<file path="src/rtl/cpu_ctrl_pkg.sv">
// Shared pipeline-control definitions: FSM encodings, NOP word, register-zero
// constant and the per-stage RAW match helper.
package cpu_ctrl_pkg;

   localparam int unsigned REG_W   = 5;
   localparam int unsigned INSTR_W = 32;
   localparam int unsigned STATE_W = 2;

   localparam logic [INSTR_W-1:0] NOP      = 32'h0000_0000;
   localparam logic [REG_W-1:0]   REG_ZERO = 5'd0;

   typedef enum logic [STATE_W-1:0] {
      RUN        = 2'd0,
      CT_WAIT    = 2'd1,
      RESET_HOLD = 2'd2
   } ctrl_state_e;

   // A downstream stage will write src and has not yet done so (no write-through).
   function automatic logic stage_hit(input logic [REG_W-1:0] src,
                                      input logic             regwr,
                                      input logic [REG_W-1:0] regaw);
      return regwr && (regaw == src);
   endfunction

endpackage

</file>
<file path="src/rtl/pipe_hazard_ctrl_if.sv">
// Hazard-controller bundle: ID/EX/MEM/WB observations in, pipeline enables out.
interface pipe_hazard_ctrl_if
   import cpu_ctrl_pkg::*;
#(
   parameter int unsigned CNT_W = 16
);
   logic [REG_W-1:0]   id_rs;
   logic [REG_W-1:0]   id_rt;
   logic               id_uses_rs;
   logic               id_uses_rt;
   logic               id_is_ct;
   logic               ex_regwr;
   logic               mem_regwr;
   logic               wb_regwr;
   logic [REG_W-1:0]   ex_regaw;
   logic [REG_W-1:0]   mem_regaw;
   logic [REG_W-1:0]   wb_regaw;
   logic               mem_redirect;

   logic               pc_en;
   logic               ifid_en;
   logic               ifid_flush;
   logic               idex_bubble;
   logic [STATE_W-1:0] state;
   logic [CNT_W-1:0]   stall_cnt;
   logic [CNT_W-1:0]   redirect_cnt;

   modport master (
      output id_rs, id_rt, id_uses_rs, id_uses_rt, id_is_ct,
             ex_regwr, mem_regwr, wb_regwr, ex_regaw, mem_regaw, wb_regaw,
             mem_redirect,
      input  pc_en, ifid_en, ifid_flush, idex_bubble, state,
             stall_cnt, redirect_cnt
   );

   modport slave (
      input  id_rs, id_rt, id_uses_rs, id_uses_rt, id_is_ct,
             ex_regwr, mem_regwr, wb_regwr, ex_regaw, mem_regaw, wb_regaw,
             mem_redirect,
      output pc_en, ifid_en, ifid_flush, idex_bubble, state,
             stall_cnt, redirect_cnt
   );
endinterface

</file>
<file path="src/rtl/pipe_hazard_ctrl_hazard_detect.sv">
// Combinational RAW hazard detection for the instruction sitting in ID.
module hazard_detect
   import cpu_ctrl_pkg::*;
(
   input  logic [REG_W-1:0] id_rs,
   input  logic [REG_W-1:0] id_rt,
   input  logic             id_uses_rs,
   input  logic             id_uses_rt,
   input  logic             ex_regwr,
   input  logic [REG_W-1:0] ex_regaw,
   input  logic             mem_regwr,
   input  logic [REG_W-1:0] mem_regaw,
   input  logic             wb_regwr,
   input  logic [REG_W-1:0] wb_regaw,
   output logic             hazard_c
);

   logic rs_pending_c;
   logic rt_pending_c;

   // r0 is hardwired, so it can never be pending.
   always_comb begin
      rs_pending_c = id_uses_rs && (id_rs != REG_ZERO) &&
                     (stage_hit(id_rs, ex_regwr,  ex_regaw)  ||
                      stage_hit(id_rs, mem_regwr, mem_regaw) ||
                      stage_hit(id_rs, wb_regwr,  wb_regaw));
      rt_pending_c = id_uses_rt && (id_rt != REG_ZERO) &&
                     (stage_hit(id_rt, ex_regwr,  ex_regaw)  ||
                      stage_hit(id_rt, mem_regwr, mem_regaw) ||
                      stage_hit(id_rt, wb_regwr,  wb_regaw));
      hazard_c     = rs_pending_c || rt_pending_c;
   end

endmodule

</file>
<file path="src/rtl/pipe_hazard_ctrl.sv">
// Pipeline hazard controller: RAW stalls, control-transfer squash sequencing,
// reset hold and saturating stall/redirect performance counters.
module pipe_hazard_ctrl
   import cpu_ctrl_pkg::*;
#(
   parameter int unsigned CNT_W = 16
)(
   input  logic              clk,
   input  logic              reset,
   pipe_hazard_ctrl_if.slave bus
);

   ctrl_state_e      state_q;
   ctrl_state_e      state_d;
   logic             wait_q;
   logic             wait_d;
   logic [CNT_W-1:0] stall_cnt_q;
   logic [CNT_W-1:0] redirect_cnt_q;

   logic hazard_c;
   logic pc_en_c;
   logic ifid_en_c;
   logic ifid_flush_c;
   logic idex_bubble_c;
   logic redirect_hit_c;

   hazard_detect u_hazard_detect (
      .id_rs      (bus.id_rs),
      .id_rt      (bus.id_rt),
      .id_uses_rs (bus.id_uses_rs),
      .id_uses_rt (bus.id_uses_rt),
      .ex_regwr   (bus.ex_regwr),
      .ex_regaw   (bus.ex_regaw),
      .mem_regwr  (bus.mem_regwr),
      .mem_regaw  (bus.mem_regaw),
      .wb_regwr   (bus.wb_regwr),
      .wb_regaw   (bus.wb_regaw),
      .hazard_c   (hazard_c)
   );

   // State, wait counter and performance counters.
   always_ff @(posedge clk) begin
      if (reset) begin
         state_q        <= RESET_HOLD;
         wait_q         <= 1'b0;
         stall_cnt_q    <= '0;
         redirect_cnt_q <= '0;
      end else begin
         state_q <= state_d;
         wait_q  <= wait_d;
         if (!pc_en_c && (stall_cnt_q != '1))
            stall_cnt_q <= stall_cnt_q + CNT_W'(1);
         if (redirect_hit_c && (redirect_cnt_q != '1))
            redirect_cnt_q <= redirect_cnt_q + CNT_W'(1);
      end
   end

   // Next-state and pipeline-enable decode; outputs follow inputs in the same cycle.
   always_comb begin
      state_d        = state_q;
      wait_d         = wait_q;
      pc_en_c        = 1'b0;
      ifid_en_c      = 1'b1;
      ifid_flush_c   = 1'b0;
      idex_bubble_c  = 1'b0;
      redirect_hit_c = 1'b0;

      if (reset) begin
         ifid_flush_c  = 1'b1;
         idex_bubble_c = 1'b1;
         state_d       = RESET_HOLD;
         wait_d        = 1'b0;
      end else begin
         unique case (state_q)
            RUN: begin
               if (hazard_c) begin
                  ifid_en_c     = 1'b0;
                  idex_bubble_c = 1'b1;
               end else if (bus.id_is_ct) begin
                  ifid_flush_c = 1'b1;
                  state_d      = CT_WAIT;
                  wait_d       = 1'b1;
               end else begin
                  pc_en_c = 1'b1;
               end
            end
            CT_WAIT: begin
               // ID holds a squashed NOP here, so hazard and id_is_ct are don't-care.
               if (wait_q) begin
                  ifid_flush_c = 1'b1;
                  wait_d       = 1'b0;
               end else begin
                  pc_en_c        = 1'b1;
                  ifid_flush_c   = bus.mem_redirect;
                  redirect_hit_c = bus.mem_redirect;
                  state_d        = RUN;
               end
            end
            RESET_HOLD: begin
               pc_en_c       = 1'b1;
               ifid_flush_c  = 1'b1;
               idex_bubble_c = 1'b1;
               state_d       = RUN;
            end
            default: begin
               ifid_en_c     = 1'b0;
               idex_bubble_c = 1'b1;
               state_d       = RUN;
               wait_d        = 1'b0;
            end
         endcase
      end
   end

   assign bus.pc_en        = pc_en_c;
   assign bus.ifid_en      = ifid_en_c;
   assign bus.ifid_flush   = ifid_flush_c;
   assign bus.idex_bubble  = idex_bubble_c;
   assign bus.state        = state_q;
   assign bus.stall_cnt    = stall_cnt_q;
   assign bus.redirect_cnt = redirect_cnt_q;

endmodule

</file>
<file path="src/flat_wrapper.sv">
// flat-port wrapper written by rule: the top's interface ports become plain ports
module pipe_hazard_ctrl_flat import cpu_ctrl_pkg::*;
#(
   parameter int unsigned CNT_W = 16
)
  (clk, reset, bus_id_rs, bus_id_rt, bus_id_uses_rs, bus_id_uses_rt, bus_id_is_ct, bus_ex_regwr, bus_mem_regwr, bus_wb_regwr, bus_ex_regaw, bus_mem_regaw, bus_wb_regaw, bus_mem_redirect, bus_pc_en, bus_ifid_en, bus_ifid_flush, bus_idex_bubble, bus_state, bus_stall_cnt, bus_redirect_cnt);
  pipe_hazard_ctrl_if #(.CNT_W(CNT_W)) bus_i ();
  input  logic clk;
  input  logic reset;
  input wire logic [$bits(bus_i.id_rs)-1:0] bus_id_rs;
  input wire logic [$bits(bus_i.id_rt)-1:0] bus_id_rt;
  input wire logic [$bits(bus_i.id_uses_rs)-1:0] bus_id_uses_rs;
  input wire logic [$bits(bus_i.id_uses_rt)-1:0] bus_id_uses_rt;
  input wire logic [$bits(bus_i.id_is_ct)-1:0] bus_id_is_ct;
  input wire logic [$bits(bus_i.ex_regwr)-1:0] bus_ex_regwr;
  input wire logic [$bits(bus_i.mem_regwr)-1:0] bus_mem_regwr;
  input wire logic [$bits(bus_i.wb_regwr)-1:0] bus_wb_regwr;
  input wire logic [$bits(bus_i.ex_regaw)-1:0] bus_ex_regaw;
  input wire logic [$bits(bus_i.mem_regaw)-1:0] bus_mem_regaw;
  input wire logic [$bits(bus_i.wb_regaw)-1:0] bus_wb_regaw;
  input wire logic [$bits(bus_i.mem_redirect)-1:0] bus_mem_redirect;
  output wire logic [$bits(bus_i.pc_en)-1:0] bus_pc_en;
  output wire logic [$bits(bus_i.ifid_en)-1:0] bus_ifid_en;
  output wire logic [$bits(bus_i.ifid_flush)-1:0] bus_ifid_flush;
  output wire logic [$bits(bus_i.idex_bubble)-1:0] bus_idex_bubble;
  output wire logic [$bits(bus_i.state)-1:0] bus_state;
  output wire logic [$bits(bus_i.stall_cnt)-1:0] bus_stall_cnt;
  output wire logic [$bits(bus_i.redirect_cnt)-1:0] bus_redirect_cnt;
  assign bus_i.id_rs = bus_id_rs;
  assign bus_i.id_rt = bus_id_rt;
  assign bus_i.id_uses_rs = bus_id_uses_rs;
  assign bus_i.id_uses_rt = bus_id_uses_rt;
  assign bus_i.id_is_ct = bus_id_is_ct;
  assign bus_i.ex_regwr = bus_ex_regwr;
  assign bus_i.mem_regwr = bus_mem_regwr;
  assign bus_i.wb_regwr = bus_wb_regwr;
  assign bus_i.ex_regaw = bus_ex_regaw;
  assign bus_i.mem_regaw = bus_mem_regaw;
  assign bus_i.wb_regaw = bus_wb_regaw;
  assign bus_i.mem_redirect = bus_mem_redirect;
  assign bus_pc_en = bus_i.pc_en;
  assign bus_ifid_en = bus_i.ifid_en;
  assign bus_ifid_flush = bus_i.ifid_flush;
  assign bus_idex_bubble = bus_i.idex_bubble;
  assign bus_state = bus_i.state;
  assign bus_stall_cnt = bus_i.stall_cnt;
  assign bus_redirect_cnt = bus_i.redirect_cnt;
  pipe_hazard_ctrl #(.CNT_W(CNT_W)) u_core (.clk(clk), .reset(reset), .bus(bus_i));
endmodule
</file>
<file path="config.mk">
export PLATFORM = sky130hd
export DESIGN_NAME = pipe_hazard_ctrl_flat
export DESIGN_NICKNAME = d
export VERILOG_FILES = /design/src/rtl/cpu_ctrl_pkg.sv /design/src/rtl/pipe_hazard_ctrl_if.sv /design/src/rtl/pipe_hazard_ctrl_hazard_detect.sv /design/src/rtl/pipe_hazard_ctrl.sv /design/src/flat_wrapper.sv
export SDC_FILE = /design/constraint.sdc
export NUM_CORES = 1
export LEC_CHECK = 0
export BUFFER_PORTS_ARGS = -buffer_cell sky130_fd_sc_hd__buf_2
export CAP_MARGIN = 20
export CORE_MARGIN = 4
export CORE_UTILIZATION = 50
export DETAILED_ROUTE_END_ITERATION = 16
export GPL_ROUTABILITY_DRIVEN = 0
export GPL_TIMING_DRIVEN = 0
export PLACE_DENSITY = 0.75
export SLEW_MARGIN = 40
export SYNTH_ARGS = -nofsm -noshare
export SYNTH_HDL_FRONTEND = slang
export SYNTH_SLANG_ARGS = --single-unit
</file>
<file path="constraint.sdc">
create_clock -name clk -period 2.39 [get_ports clk]
set_input_delay 0.3585 -clock clk [delete_from_list [all_inputs] [get_ports clk]]
set_output_delay 0.3585 -clock clk [all_outputs]
set_load 0.05 [all_outputs]
</file>
==> summary.log <==
[status] status finished, violations left
[status] violations in the final reports setup timing
[detailed_routing] DRC errors left 0
[global_route] initial antenna violation count 0
[global_route] pin count of the biggest net entering global routing 12
[yosys] number of enable-type register cells in the synthesized netlist 0
[setup_path] kind of start point of the critical path input port
[layout] fill cell instance count of the final layout 353
[floorplanning] core area 0.00441 sq mm
[timing] pin slew with the least headroom to its limit 501 ps
[detailed_routing] Starting DRT DRC Count 95
[floorplanning] Die Ht 76.1 microns
[layout] area occupied by registers 708 sq um
[floorplanning] overall die area 0.00579 sq mm
[setup_path] setup slack of the most critical reg-to-reg path 170 ps
[power] cell area power density 437 mW/mm^2
[yosys] fraction of the mapped netlist area in adder cells 3.24%
[setup_path] CP required 2030 ps
[yosys] area share of the largest cell type after synthesis 30.2%
[yosys] cell count after synthesis 267
[detailed_routing] post-DR vias/cell 5.54
[setup_path] capturing element type of the critical path primary output
[yosys] number of warnings printed during yosys synthesis 0
[global_route] global-route usage over all layers 20.0%
[global_route] wire length of the first global-routing pass 9880 microns
[timing] fraction of the cycle the final worst path needs 101%
[yosys] top area cells in the synthesized netlist dfxtp_1 (30%), xor2_1 (12%), mux2_4 (3.9%)
[yosys] top-count cell post-synth dfxtp_1
[yosys] Post-synth ARST share 0%
[floorplanning] number of I/O pins 72
[yosys] nets in the synthesized netlist 307
[timing] crit path time final 2410 ps
[detailed_routing] detailed-route via count 2226
[layout] fin cells 402
[yosys] fraction of the yosys area taken by sequential cells 30.2%
[yosys] multiplexer share of the synthesized area 4.86%
[yosys] Post-Synthesis Cell Area 0.00232 sq mm
[timing] peak clock frequency supported by timing 416 MHz
[min_path] worst hold path depth 2
[timing] total setup violations reported at the end of the flow 3
[cts] CTS buffer count 5
[min_path] class of the tightest hold or removal check flop to flop
[layout] P&R area growth vs syn 31.4%
[cts] clock tree root buffer cell clkbuf_8
[setup_path] Max stage delay cell, worst path nor4_1
[timing] setup ws final -15.3 ps
[yosys] synthesized-area fraction occupied by and/or/nand/nor cells 31.0%
[setup_path] type of the worst setup path input port to primary output
[layout] number of nets in the layout 389
[yosys] flop and latch count out of synthesis 35
[floorplanning] row cnt 24
[layout] area taken by multi-input logic gates 0.00168 sq mm
[timing] setup repair after global routing missed its margin yes
[detailed_routing] routed wirelength normalized by instance count 14.9 microns
[timing] Relative slew margins 66.6%
[global_route] grt total ovfl 0
[floorplanning] width of the die 76.1 microns
[setup_path] Stages on worst setup path 9
[power] static power due to leakage 0.00127 uW
[setup_path] Crit path max-delay family simple AND/OR/NAND/NOR gates
[detailed_routing] iteration count of the initial detailed-routing pass 4
[cts] Worst-path clk slew 70 ps
[placement] count of placed standard cells including taps 390
[placement] HPWL after detailed placement 4290 microns
[yosys] share of the synthesized netlist area taken by xor and xnor gates 15.5%
[yosys] count of unique library cells instantiated by Yosys 49
[power] worst ir drop on vdd 0.228 mV
[power] total power after layout 1330 uW
[timing] worst clock skew 2.02 ps
[global_route] vias in the first global route 2149
[cts] clock latency on the worst-skew pair 280 ps
[setup_path] CP arrival 2050 ps
[cts] CTS H-Tree Depth 2
[floorplanning] starting density of the core 52.5%
[placement] IO buf count 71
[setup_path] Max Fanout on Critical Path 4
[yosys] Post-synth top flop dfxtp_1
[cts] clk sink count 35
[detailed_routing] overall routed net length 5980 microns
[timing] count of final max-slew check failures 0
[yosys] Synth Area in Compound Gates 12.0%
[detailed_routing] Antenna Nets Post-Route 0
[placement] worst setup slack after placement -317 ps
[cts] TritonCTS clock tree yes
[yosys] Post-Synthesis Mean Instance Area 8.68 sq um
[layout] proportion of layout cells with a drive suffix above 1 37.1%
[yosys] dominant combinational cell family by area after synthesis simple AND/OR/NAND/NOR gates
[flow_run] max_cap viols 0
[timing] Hold Slack 508 ps
[yosys] post-synthesis cell type with the largest combined area dfxtp_1
[yosys] list of most frequent post-synthesis cells dfxtp_1 (35), xor2_1 (32), nor2_1 (24), nand3_1 (16), nand2_1 (15)
[setup_path] cell-by-cell listing of the critical path buf_2 > xor2_1 > nor4_1 > nand3_1 > a31oi_4 > nor3b_4 > a21oi_2 > o21bai_4 > buf_8
[timing] number of hold violations in the final report 0
[setup_path] peak per-stage delay on the critical path 400 ps
[cts] Max clock buf depth 2
[layout] diode insertion count for antenna repair 0
[setup_path] number of buffers and inverters on the critical path 2
[setup_path] number of cells traversed by the worst register-to-register path 8
## flip-flops by register name, summed over array words and instances, names as in the netlist
register / count
u_core.bus.redirect_cnt: 16
u_core.bus.stall_cnt: 16
u_core.bus.state: 2
u_core.wait_q: 1
## per-layer routing
layer	share of wire (%)	wire length, microns	global-route usage [%]	vias to the layer above
met1	43	2590	25.4	1011
met2	49	2920	33.2	76
met4	1.7	100	5.77	0
met5	0	0	0	-
met3	6.2	371	5.32	14
li1	-	-	-	1125
## per-stage QoR
step / setup TNS, ps / area, sq um / util (%)
global placement: -1640 / 2770 / 62.7
finish: -21.8 / 3040 / 69.0
floorplan: -94.8 / 2350 / -
CTS: -12.2 / 2910 / 66.0
global route: -409 / 3040 / 69.0
detailed placement: -1980 / 2770 / 62.7
## placed cells by master (no fill, tap or decap), types with 7 or more instances in the layout
cell type and n:
nor2b_1 9, nor2_1 24, dfxtp_1 29, buf_2 65, nand2_1 15, o21ai_0 8, nand3_1 16, xor2_1 32
a21oi_1 12, clkbuf_1 7, xnor2_1 9
## power by group
group / switching [uW] / total [uW] / internal, uW
combinational: 186 / 305 / 119
sequential: 12.7 / 606 / 594
clock: 215 / 418 / 204
total: 413 / 1330 / 916
## final cells by class
type,instances,share of cell area (%)
clock inverters,2,0.411
plain buffers,10,1.89
flip-flops and latches,35,23.3
well taps,52,2.14
multi-input cells,218,55.2
inverters,4,0.493
clock buffers,6,2.38
repair buffers,75,14.2
## what timing repair did
item	CTS	global route
setup buffers	0	4
setup endpoints to repair	4	12
gates resized for setup	14	24
hold buffers	0	0
pin swaps	1	10
## kinds of logic after synthesis
kind of cell             after synthesis
AND/OR/NAND/NOR                      121
AO/OA/AOI/OAI                         42
XOR/XNOR                              41
flip-flops                            35
buffers and inverters                 14
multiplexers                           8
adder cells (fa/ha/maj)                6
## path summary, 6_finish.rpt
| kind | endpoint | start |
|---|---|---|
| max | bus_ifid_flush | bus_id_rt[3] |
| min | u_core.bus.redirect_cnt[11] | u_core.bus.redirect_cnt[11] |
| max reg2reg | u_core.bus.stall_cnt[11] | u_core.bus.state[1] |
| min reg2reg | u_core.bus.redirect_cnt[11] | u_core.bus.redirect_cnt[11] |
## worst min-delay path, stage by stage (launching register included)
cell	delay [ps]
dfxtp_1	330
o21ai_0	80
a21oi_1	60
Power figures use the tool's default switching activity.
